**config.mk**
```make
export PLATFORM = sky130hd
export DESIGN_NAME = kernel_dispatcher
export DESIGN_NICKNAME = d
export VERILOG_FILES = /design/src/rtl/gpu_pkg.sv /design/src/rtl/kernel_dispatcher_picker.sv /design/src/rtl/kernel_dispatcher.sv
export SDC_FILE = /design/constraint.sdc
export NUM_CORES = 1
export LEC_CHECK = 0
export ABC_AREA = 1
export CAP_MARGIN = 20
export CORE_MARGIN = 4
export CORE_UTILIZATION = 50
export CTS_BUF_LIST = sky130_fd_sc_hd__clkbuf_4 sky130_fd_sc_hd__clkbuf_8
export DETAILED_ROUTE_END_ITERATION = 7
export PLACE_DENSITY = 0.72
export SLEW_MARGIN = 40
export SYNTH_ARGS = -nofsm -noshare
export SYNTH_HDL_FRONTEND = slang
export SYNTH_SLANG_ARGS = --single-unit
```
**constraint.sdc**
```tcl
create_clock -name clk -period 7.2 [get_ports clk]
set_clock_uncertainty 0.15 [all_clocks]
set_input_delay 1.08 -clock clk [delete_from_list [all_inputs] [get_ports clk]]
set_output_delay 1.08 -clock clk [all_outputs]
set_load 0.05 [all_outputs]
```
**src/rtl/gpu_pkg.sv**
```systemverilog
// Shared definitions for the miniGPU core-interface blocks: dispatcher state,
// per-core field width and block-count arithmetic.
package gpu_pkg;

  localparam int CORE_FIELD_W = 8;

  typedef enum logic [1:0] {
    IDLE     = 2'd0,
    DISPATCH = 2'd1,
    DONE     = 2'd2
  } state_e;

  function automatic logic [31:0] ceil_div(input logic [31:0] n, input logic [31:0] d);
    logic [31:0] q;
    q = n / d;
    if ((n % d) != 32'd0) q = q + 32'd1;
    return q;
  endfunction

endpackage

```
**src/rtl/kernel_dispatcher_picker.sv**
```systemverilog
// Priority encoder returning the lowest-index core that is neither running a
// block nor serving its one-cycle retirement reset.
module idle_core_picker #(
  parameter int NUM_CORES = 2,
  parameter int IDX_W     = (NUM_CORES > 1) ? $clog2(NUM_CORES) : 1
) (
  input  logic [NUM_CORES-1:0] active_mask,
  input  logic [NUM_CORES-1:0] retired_mask,
  output logic                 found,
  output logic [IDX_W-1:0]     idx
);

  logic [NUM_CORES-1:0] eligible;

  assign eligible = ~(active_mask | retired_mask);

  // Scan high to low so the lowest eligible index is the last one written.
  always_comb begin
    found = 1'b0;
    idx   = '0;
    for (int i = NUM_CORES - 1; i >= 0; i--) begin
      if (eligible[i]) begin
        found = 1'b1;
        idx   = IDX_W'(i);
      end
    end
  end

endmodule

```
**src/rtl/kernel_dispatcher.sv**
```systemverilog
// Kernel launch dispatcher: splits a launch into blocks, hands them to idle
// cores one per cycle, retires finished cores and reports kernel completion.
module kernel_dispatcher
  import gpu_pkg::*;
#(
  parameter int NUM_CORES         = 2,
  parameter int THREADS_PER_BLOCK = 4,
  parameter int TC_BITS           = 16,
  parameter int BID_BITS          = 8
) (
  input  logic                             clk,
  input  logic                             reset,
  input  logic                             launch_valid,
  input  logic [TC_BITS-1:0]               launch_thread_count,
  output logic                             launch_ready,
  output logic                             busy,
  output logic                             done,
  output logic [31:0]                      kernel_cycles,
  input  logic [NUM_CORES-1:0]             core_done,
  output logic [NUM_CORES-1:0]             core_start,
  output logic [NUM_CORES-1:0]             core_reset,
  output logic [BID_BITS*NUM_CORES-1:0]    core_block_id_flat,
  output logic [CORE_FIELD_W*NUM_CORES-1:0] core_thread_count_flat
);

  localparam int IDX_W = (NUM_CORES > 1) ? $clog2(NUM_CORES) : 1;
  localparam logic [TC_BITS-1:0]      TPB_TC    = TC_BITS'(THREADS_PER_BLOCK);
  localparam logic [CORE_FIELD_W-1:0] TPB_FIELD = CORE_FIELD_W'(THREADS_PER_BLOCK);

  state_e               state;
  logic [TC_BITS-1:0]   count_q;
  logic [TC_BITS-1:0]   total_blocks;
  logic [TC_BITS-1:0]   dispatched;
  logic [TC_BITS-1:0]   retired;

  logic [NUM_CORES-1:0] retiring;
  logic [NUM_CORES-1:0] assign_mask;
  logic                 pick_found;
  logic [IDX_W-1:0]     pick_idx;
  logic                 can_assign;
  logic [TC_BITS-1:0]   retired_next;
  logic [TC_BITS-1:0]   last_tc;
  logic [CORE_FIELD_W-1:0] blk_tc;

  function automatic logic [TC_BITS-1:0] count_ones(input logic [NUM_CORES-1:0] m);
    logic [TC_BITS-1:0] n;
    n = '0;
    for (int i = 0; i < NUM_CORES; i++) n = n + TC_BITS'(m[i]);
    return n;
  endfunction

  // Outside DISPATCH core_reset is all ones, but the picker result is only
  // used in DISPATCH where core_reset carries just the retirement pulses.
  idle_core_picker #(
    .NUM_CORES (NUM_CORES),
    .IDX_W     (IDX_W)
  ) u_picker (
    .active_mask  (core_start),
    .retired_mask (core_reset),
    .found        (pick_found),
    .idx          (pick_idx)
  );

  assign retiring     = core_done & core_start;
  assign retired_next = retired + count_ones(retiring);
  assign can_assign   = (state == DISPATCH) && (dispatched < total_blocks) && pick_found;
  assign assign_mask  = can_assign ? (NUM_CORES'(1) << pick_idx) : '0;
  assign last_tc      = count_q - (total_blocks - TC_BITS'(1)) * TPB_TC;
  assign blk_tc       = (dispatched == total_blocks - TC_BITS'(1)) ? CORE_FIELD_W'(last_tc)
                                                                   : TPB_FIELD;

  always_ff @(posedge clk) begin
    if (reset) begin
      state                  <= IDLE;
      launch_ready           <= 1'b1;
      busy                   <= 1'b0;
      done                   <= 1'b0;
      kernel_cycles          <= '0;
      core_start             <= '0;
      core_reset             <= '1;
      core_block_id_flat     <= '0;
      core_thread_count_flat <= '0;
      count_q                <= '0;
      total_blocks           <= '0;
      dispatched             <= '0;
      retired                <= '0;
    end else begin
      done <= 1'b0;
      case (state)
        IDLE: begin
          core_reset <= '1;
          if (launch_valid && launch_ready) begin
            count_q       <= launch_thread_count;
            total_blocks  <= TC_BITS'(ceil_div(32'(launch_thread_count),
                                               32'(THREADS_PER_BLOCK)));
            dispatched    <= '0;
            retired       <= '0;
            kernel_cycles <= '0;
            launch_ready  <= 1'b0;
            busy          <= 1'b1;
            if (launch_thread_count == '0) begin
              state <= DONE;
              done  <= 1'b1;
            end else begin
              state      <= DISPATCH;
              core_reset <= '0;
            end
          end
        end
        DISPATCH: begin
          if (kernel_cycles != '1) kernel_cycles <= kernel_cycles + 32'd1;
          core_start <= (core_start & ~retiring) | assign_mask;
          core_reset <= retiring;
          for (int i = 0; i < NUM_CORES; i++) begin
            if (assign_mask[i]) begin
              core_block_id_flat[i*BID_BITS +: BID_BITS]             <= BID_BITS'(dispatched);
              core_thread_count_flat[i*CORE_FIELD_W +: CORE_FIELD_W] <= blk_tc;
            end
          end
          dispatched <= dispatched + TC_BITS'(can_assign);
          retired    <= retired_next;
          if (retired_next == total_blocks) begin
            state      <= DONE;
            done       <= 1'b1;
            core_reset <= '1;
          end
        end
        DONE: begin
          state        <= IDLE;
          launch_ready <= 1'b1;
          busy         <= 1'b0;
          core_reset   <= '1;
        end
        default: begin
          state        <= IDLE;
          launch_ready <= 1'b1;
          busy         <= 1'b0;
          core_reset   <= '1;
        end
      endcase
    end
  end

endmodule

```
Word-level counts from Yosys, hierarchy flattened:

Index checks and enable logic that the tools add are counted.

* register bits: 129
* bits of input ports: 21
* output and inout bits: 71
* word-level logic and storage cells: 80

* add/subtract/negate cells: 7
* $lt $le $gt $ge: 1
* equal/unequal tests: 7
* shifts and indexed selects: 1
* mux-type cells: 28
* bitwise gates (word level): 7
* reductions and logical operators: 14

Operators by type and width (number)
* two-way mux 32 bit: 2
* case mux 16 bit (2 select lines): 2
* case mux 32 bit (2 select lines): 1
* adder 32 x 1 -> 32 bit, second input constant: 1
* == test 16 bit: 2
* != test 32 bit, second input constant: 1
* nonzero test 32 bit: 1
* adder 16 x 1 -> 16 bit: 1
* adder 16 x 2 -> 16 bit: 1
* zero test 16 bit: 1
* < comparator 16 bit: 1
* two-way mux 16 bit: 1
* subtractor 16 x 1 -> 16 bit, second input constant: 1
* adder 14 x 1 -> 15 bit, second input constant: 1
* two-way mux 15 bit: 1
* two-way mux 2 bit: 7
* AND reduction 2 bit: 6
* two-way mux 1 bit: 8
* two-way mux 8 bit: 1
* case mux 2 bit (2 select lines): 2
* subtractor 8 bit: 1
* case mux 1 bit (2 select lines): 3
* bitwise AND 2 bit: 2
* != test 2 x 1 -> 1 bit, second input constant: 2
* 11 further kinds: 15

Longest topological paths before layout:

* depth in word-level cells: 7
* depth in mapped cells: 26
* gate-level depth less buffers: 26

Modules after synthesis:

A second synthesis with hierarchy kept.

* cells, all modules: 1192
* area, all modules: 7776.2 sq um

Modules (own cells, without submodules)
* kernel_dispatcher: instances 1, cells an instance 1183, area an instance 7742.4 sq um, seq. area each 2562.5 sq um
* idle_core_picker: instances 1, cells an instance 9, area an instance 33.8 sq um, seq. area each 0.0 sq um

Worst setup path before layout:

Ideal clock, no wire load.

* path kind: input -> register
* start: in core_done[0]
* end: reg state[0]
* setup time: 0.109 ns
* arrival: 2.888 ns
* data required time: 6.941 ns
* path slack: 4.053 ns
* stages on the path: 15
* path buffers: 0
* cell sequence: nand2_1 fa_1 inv_1 ha_1 nand2_2 nor2_4 nand2_2 nor2_2 nand2_1 nand3_1 nand3_1 nor2_1 nand4_1 nand2_1 inv_1

* longest elaborated chain between the ends: 6

Ends and longest elaborated chain
* from (decl): line kernel_dispatcher.sv:19 `input logic [NUM_CORES-1:0] core_done,`
* bitwise AND 2 bit: line kernel_dispatcher.sv:64 `assign retiring = core_done & core_start;`
* adder 1 x 1 -> 2 bit: line kernel_dispatcher.sv:48 `for (int i = 0; i < NUM_CORES; i++) n = n + TC_BITS'(m[i]);`
* adder 16 x 2 -> 16 bit: line kernel_dispatcher.sv:65 `assign retired_next = retired + count_ones(retiring);`
* == test 16 bit: line kernel_dispatcher.sv:122 `if (retired_next == total_blocks) begin`
* != test 2 x 1 -> 1 bit (no source line)
* AND reduction 2 bit (no source line)
* to (signal assigned): line kernel_dispatcher.sv:74 `state <= IDLE;`
* to (signal assigned): line kernel_dispatcher.sv:123 `state <= DONE;`
* to (signal assigned): line kernel_dispatcher.sv:129 `state <= IDLE;`
* to (decl): line kernel_dispatcher.sv:30 `state_e state;`

No other way between the ends.
A chain may end at the register's enable or synchronous reset.

Worst setup path in the final report:

* start: in launch_valid
* end: reg kernel_cycles[11]

* longest elaborated chain between the ends: 3

Ends and longest elaborated chain
* from (decl): line kernel_dispatcher.sv:13 `input logic launch_valid,`
* logical AND 1 bit: line kernel_dispatcher.sv:92 `if (launch_valid && launch_ready) begin`
* != test 2 bit (no source line)
* AND reduction 3 bit (no source line)
* to (signal assigned): line kernel_dispatcher.sv:111 `if (kernel_cycles != '1) kernel_cycles <= kernel_cycles + 32'd1;`
* to (decl): line kernel_dispatcher.sv:18 `output logic [31:0] kernel_cycles,`

No other way between the ends.

==> results.md <==
- Mapped Area: between 0.008 and 0.009 mm2
- Crit. End Element: flip-flop
- Power density over cell area: 210 mW/mm2
- Cell depth of the worst setup path: 12
- H-tree depth: 4
- Clock sink count: 128
- Fin crit period: 3.81 ns
- Largest net degree at the start of global routing: 70
- Count leader, synth: nand2_1
- Synth unique cells: 44
- Setup TNS Final: 0 ns
- CP delay by family, top: simple AND/OR/NAND/NOR gates
- Row count: 46
- Vias: 8707
- Yosys top cell area share: a little under a third
- Hold Crit Class: flip-flop to flip-flop
- Synth Net Count: approximately 1400
- DIE AREA: between 0.015 and 0.02 mm2
- Number of top-level pins: 92
- Area grow syn2layout: 18.0%
- Hold_buf cts: 0
- Diodes inserted: 0
- TritonCTS buffer count: 17
- CP cell instances: clkdlybuf4s50_1 > nand2_1 > inv_1 > nand2_1 > inv_1 > nor4_1 > nand4_1 > nand2_2 > inv_2 > nand3_1 > nand2_1 > nor2_1
- Async set-reset flop share out of synthesis: 0%
- Outcome: finished clean
- Yosys warns: 0
- Total core area: around 0.016 mm2
- Vias in the first global route: 7935
- Tot GR Track Use: 27.8%
- Pwr Total: 2.03 mW
- Commonest cells post-synth: nand2_1 (367), nor2_1 (157), inv_1 (144), dfxtp_1 (128), nand3_1 (113)
- Startpoint types: primary input
- Die height: 136 um
- Final-report setup violation count: 0
- TritonCTS clock tree: yes
- CP Buf/Inv Count: 4
- Final ANT Viol Nets: 0
- Worst-path clk slew: 0.09 ns
- CTS root buf: clkbuf_8
- Cts repair resizes: 0
- Bufs on Longest Clock Path: 2
- Met1 usage: approximately two fifths
- GR Util met2: a little over two fifths
- FF-to-FF Start: total_blocks[5]$_SDFFE_PP0P_
- Top cells by area, synth: dfxtp_1 (31%), nand2_1 (17%), nor2_1 (7.2%), nand3_1 (6.9%), a21oi_1 (6.7%)
- Vias per inst: 5.39
- Die width: 136 um
- Data arrival, critical path: 4.07 ns
- Fin crit share: 52.9%
- CP Max Fanout: 34
- Post-synth top area cell: dfxtp_1
- Seq/Total Area, Yosys: 31.3%
- Unrepaired setup endpoints after global routing: false
- First-pass GRT wire length: slightly above 40000 um
- Initial antenna violation count: 0
- Max Cap Violations: 0
- Critical Path Most Common Cell: nand2_1
- Fraction of layout cells with a size suffix above 1: 5.57%
- RD Place Congestion: 0.966
- Hold_sp: busy$_SDFFE_PP0P_
- FF-to-FF End: dispatched[15]$_SDFFE_PP0P_
- Nets: 1437
- Post-synth EDFFs: 0
- Post-CTS Setup Inserts: 0
- Gr ovfl total: 0
- Initial core utilization: 51.4%
- Max-slew violations: 0
- Cells on worst reg2reg path: 23
- CP max stage cell: nand2_2
- Worst EP required: between 7 and 8 ns
- P_leak: 3.97 nW
- Peak supply drop: 0.185 mV
- Final WL: roughly 25000 um
- Fmax: roughly 0.26 GHz
- DRT iter0 DRCs: approximately 830
- # port buffers: 91
- Slew headroom: 47.4%
- Least-Margin Pin Slew: a little under 0.8 ns
- DP HPWL: 18800 um
- DRC violations left: 0
- Critical path type: primary input to flip-flop
- DR WL/cell: between 15 and 20 um
- M3 GR Usage: 5.66%
- TritonRoute pass-1 iters: 7
- CP Launch Point: launch_valid
- Final hold violations: 0
- Synth Area per Inst: 6.27 um2
- Largest stage delay, worst path: around 0.55 ns
- Clock Latency Late Sink: ~0.47 ns
- Global-route layer with the greatest usage: met2
- Crit path to: kernel_cycles[11]$_SDFFE_PP0P_
- Top_reg_cell synth: dfxtp_1
- Syn Inst Count: 1306
- Register bit total from synthesis: 128
- R2R setup slack: roughly 3.4 ns
## cell families (layout without fill, tap and decap cells)
logic type | Yosys count | after routing | synth area share [%]
flip-flops | 128 | 128 | 31.3
AND/OR/NAND/NOR | 738 | 738 | 39.0
adder cells (fa/ha/maj) | 29 | 29 | 4.61
AO/OA/AOI/OAI | 192 | 192 | 12.5
XOR/XNOR | 35 | 35 | 3.74
buffers and inverters | 184 | 278 | 8.80
## per-stage QoR
stage	std cells	setup slack (ns)	util (%)	instance area, um2	hold slack, ns
after floorplan	1306	4.05	-	8190	0.269
after global placement	1584	3.09	58.1	9260	0.299
after detailed placement	1584	2.97	58.1	9260	0.295
after CTS	1616	3.45	60.6	9660	0.311
after global routing	1616	3.07	60.6	9660	0.337
final	1616	3.39	60.6	9660	0.304
## how the worst min path moves through the flow
stage,endpoint,slack [ns],cells after the start
5_1_grt,busy$_SDFFE_PP0P_,0.34,2
3_3_place_gp,retired[0]$_SDFFE_PP0P_,0.30,2
6_report,busy$_SDFFE_PP0P_,0.30,2
2_1_floorplan,count_q[1]$_SDFFE_PP0P_,0.27,2
4_1_cts,busy$_SDFFE_PP0P_,0.31,2
3_5_place_dp,busy$_SDFFE_PP0P_,0.30,2
## state kept, by name, summed over array words and instances, names as in the netlist, 8 cells and up
register / count
core_block_id_flat: 16
core_thread_count_flat: 16
count_q: 8
dispatched: 16
kernel_cycles: 32
retired: 16
total_blocks: 15
## worst min-delay path: stages (launching register included)
cell and delay, ns:
dfxtp_1 0.31, nand2_1 0.06, nand2_1 0.04
## placed cells by master (no fill, tap or decap), types with 2 or more instances in the layout
| master | instances |
|---|---|
| buf_4 | 6 |
| nor4_1 | 4 |
| a221oi_1 | 3 |
| inv_6 | 6 |
| nand3_2 | 2 |
| clkinvlp_4 | 3 |
| nand3_1 | 113 |
| inv_2 | 4 |
| and2_1 | 2 |
| clkinv_1 | 2 |
| inv_1 | 143 |
| or2_2 | 6 |
| clkdlybuf4s50_1 | 90 |
| nand3b_1 | 7 |
| bufinv_16 | 2 |
| nor2_4 | 6 |
| clkbuf_8 | 17 |
| o21a_1 | 2 |
| o22ai_1 | 8 |
| a211oi_1 | 3 |
| nand2_1 | 367 |
| nand4_1 | 27 |
| inv_8 | 2 |
| a21oi_1 | 109 |
| xor2_1 | 20 |
| nor3_1 | 25 |
| dfxtp_1 | 128 |
| xnor2_1 | 15 |
| a21o_1 | 2 |
| nor2_1 | 156 |
| nand2_2 | 7 |
| ha_1 | 27 |
| fa_1 | 2 |
| a31oi_1 | 3 |
| o21bai_1 | 3 |
| o21ai_0 | 54 |
| nor2_2 | 11 |
## routing by layer
layer / part of all wire [%] / vias up
met2: 44 / 310
met1: 46 / 3934
met4: 3.0 / 0
met5: 0 / -
li1: - / 4407
met3: 6.8 / 56
## area by class of cell
| class | instances | area (um2) |
|---|---|---|
| clock inverter | 15 | 171 |
| timing repair buffer | 97 | 951 |
| clock buffer | 17 | 234 |
| fill | 1598 | 6280 |
| tap | 216 | 270 |
| sequential | 128 | 2560 |
| multi-input combinational | 994 | 4910 |
| inverter | 149 | 559 |
## power breakdown
| group | switching (mW) | leakage (nW) | internal [mW] |
|---|---|---|---|
| registers | 0.0374 | 1.04 | 0.741 |
| clock network | 0.339 | 0.198 | 0.318 |
| logic | 0.410 | 2.73 | 0.183 |
| total | 0.786 | 3.97 | 1.24 |
No activity file was read; power rests on OpenSTA's default activity.
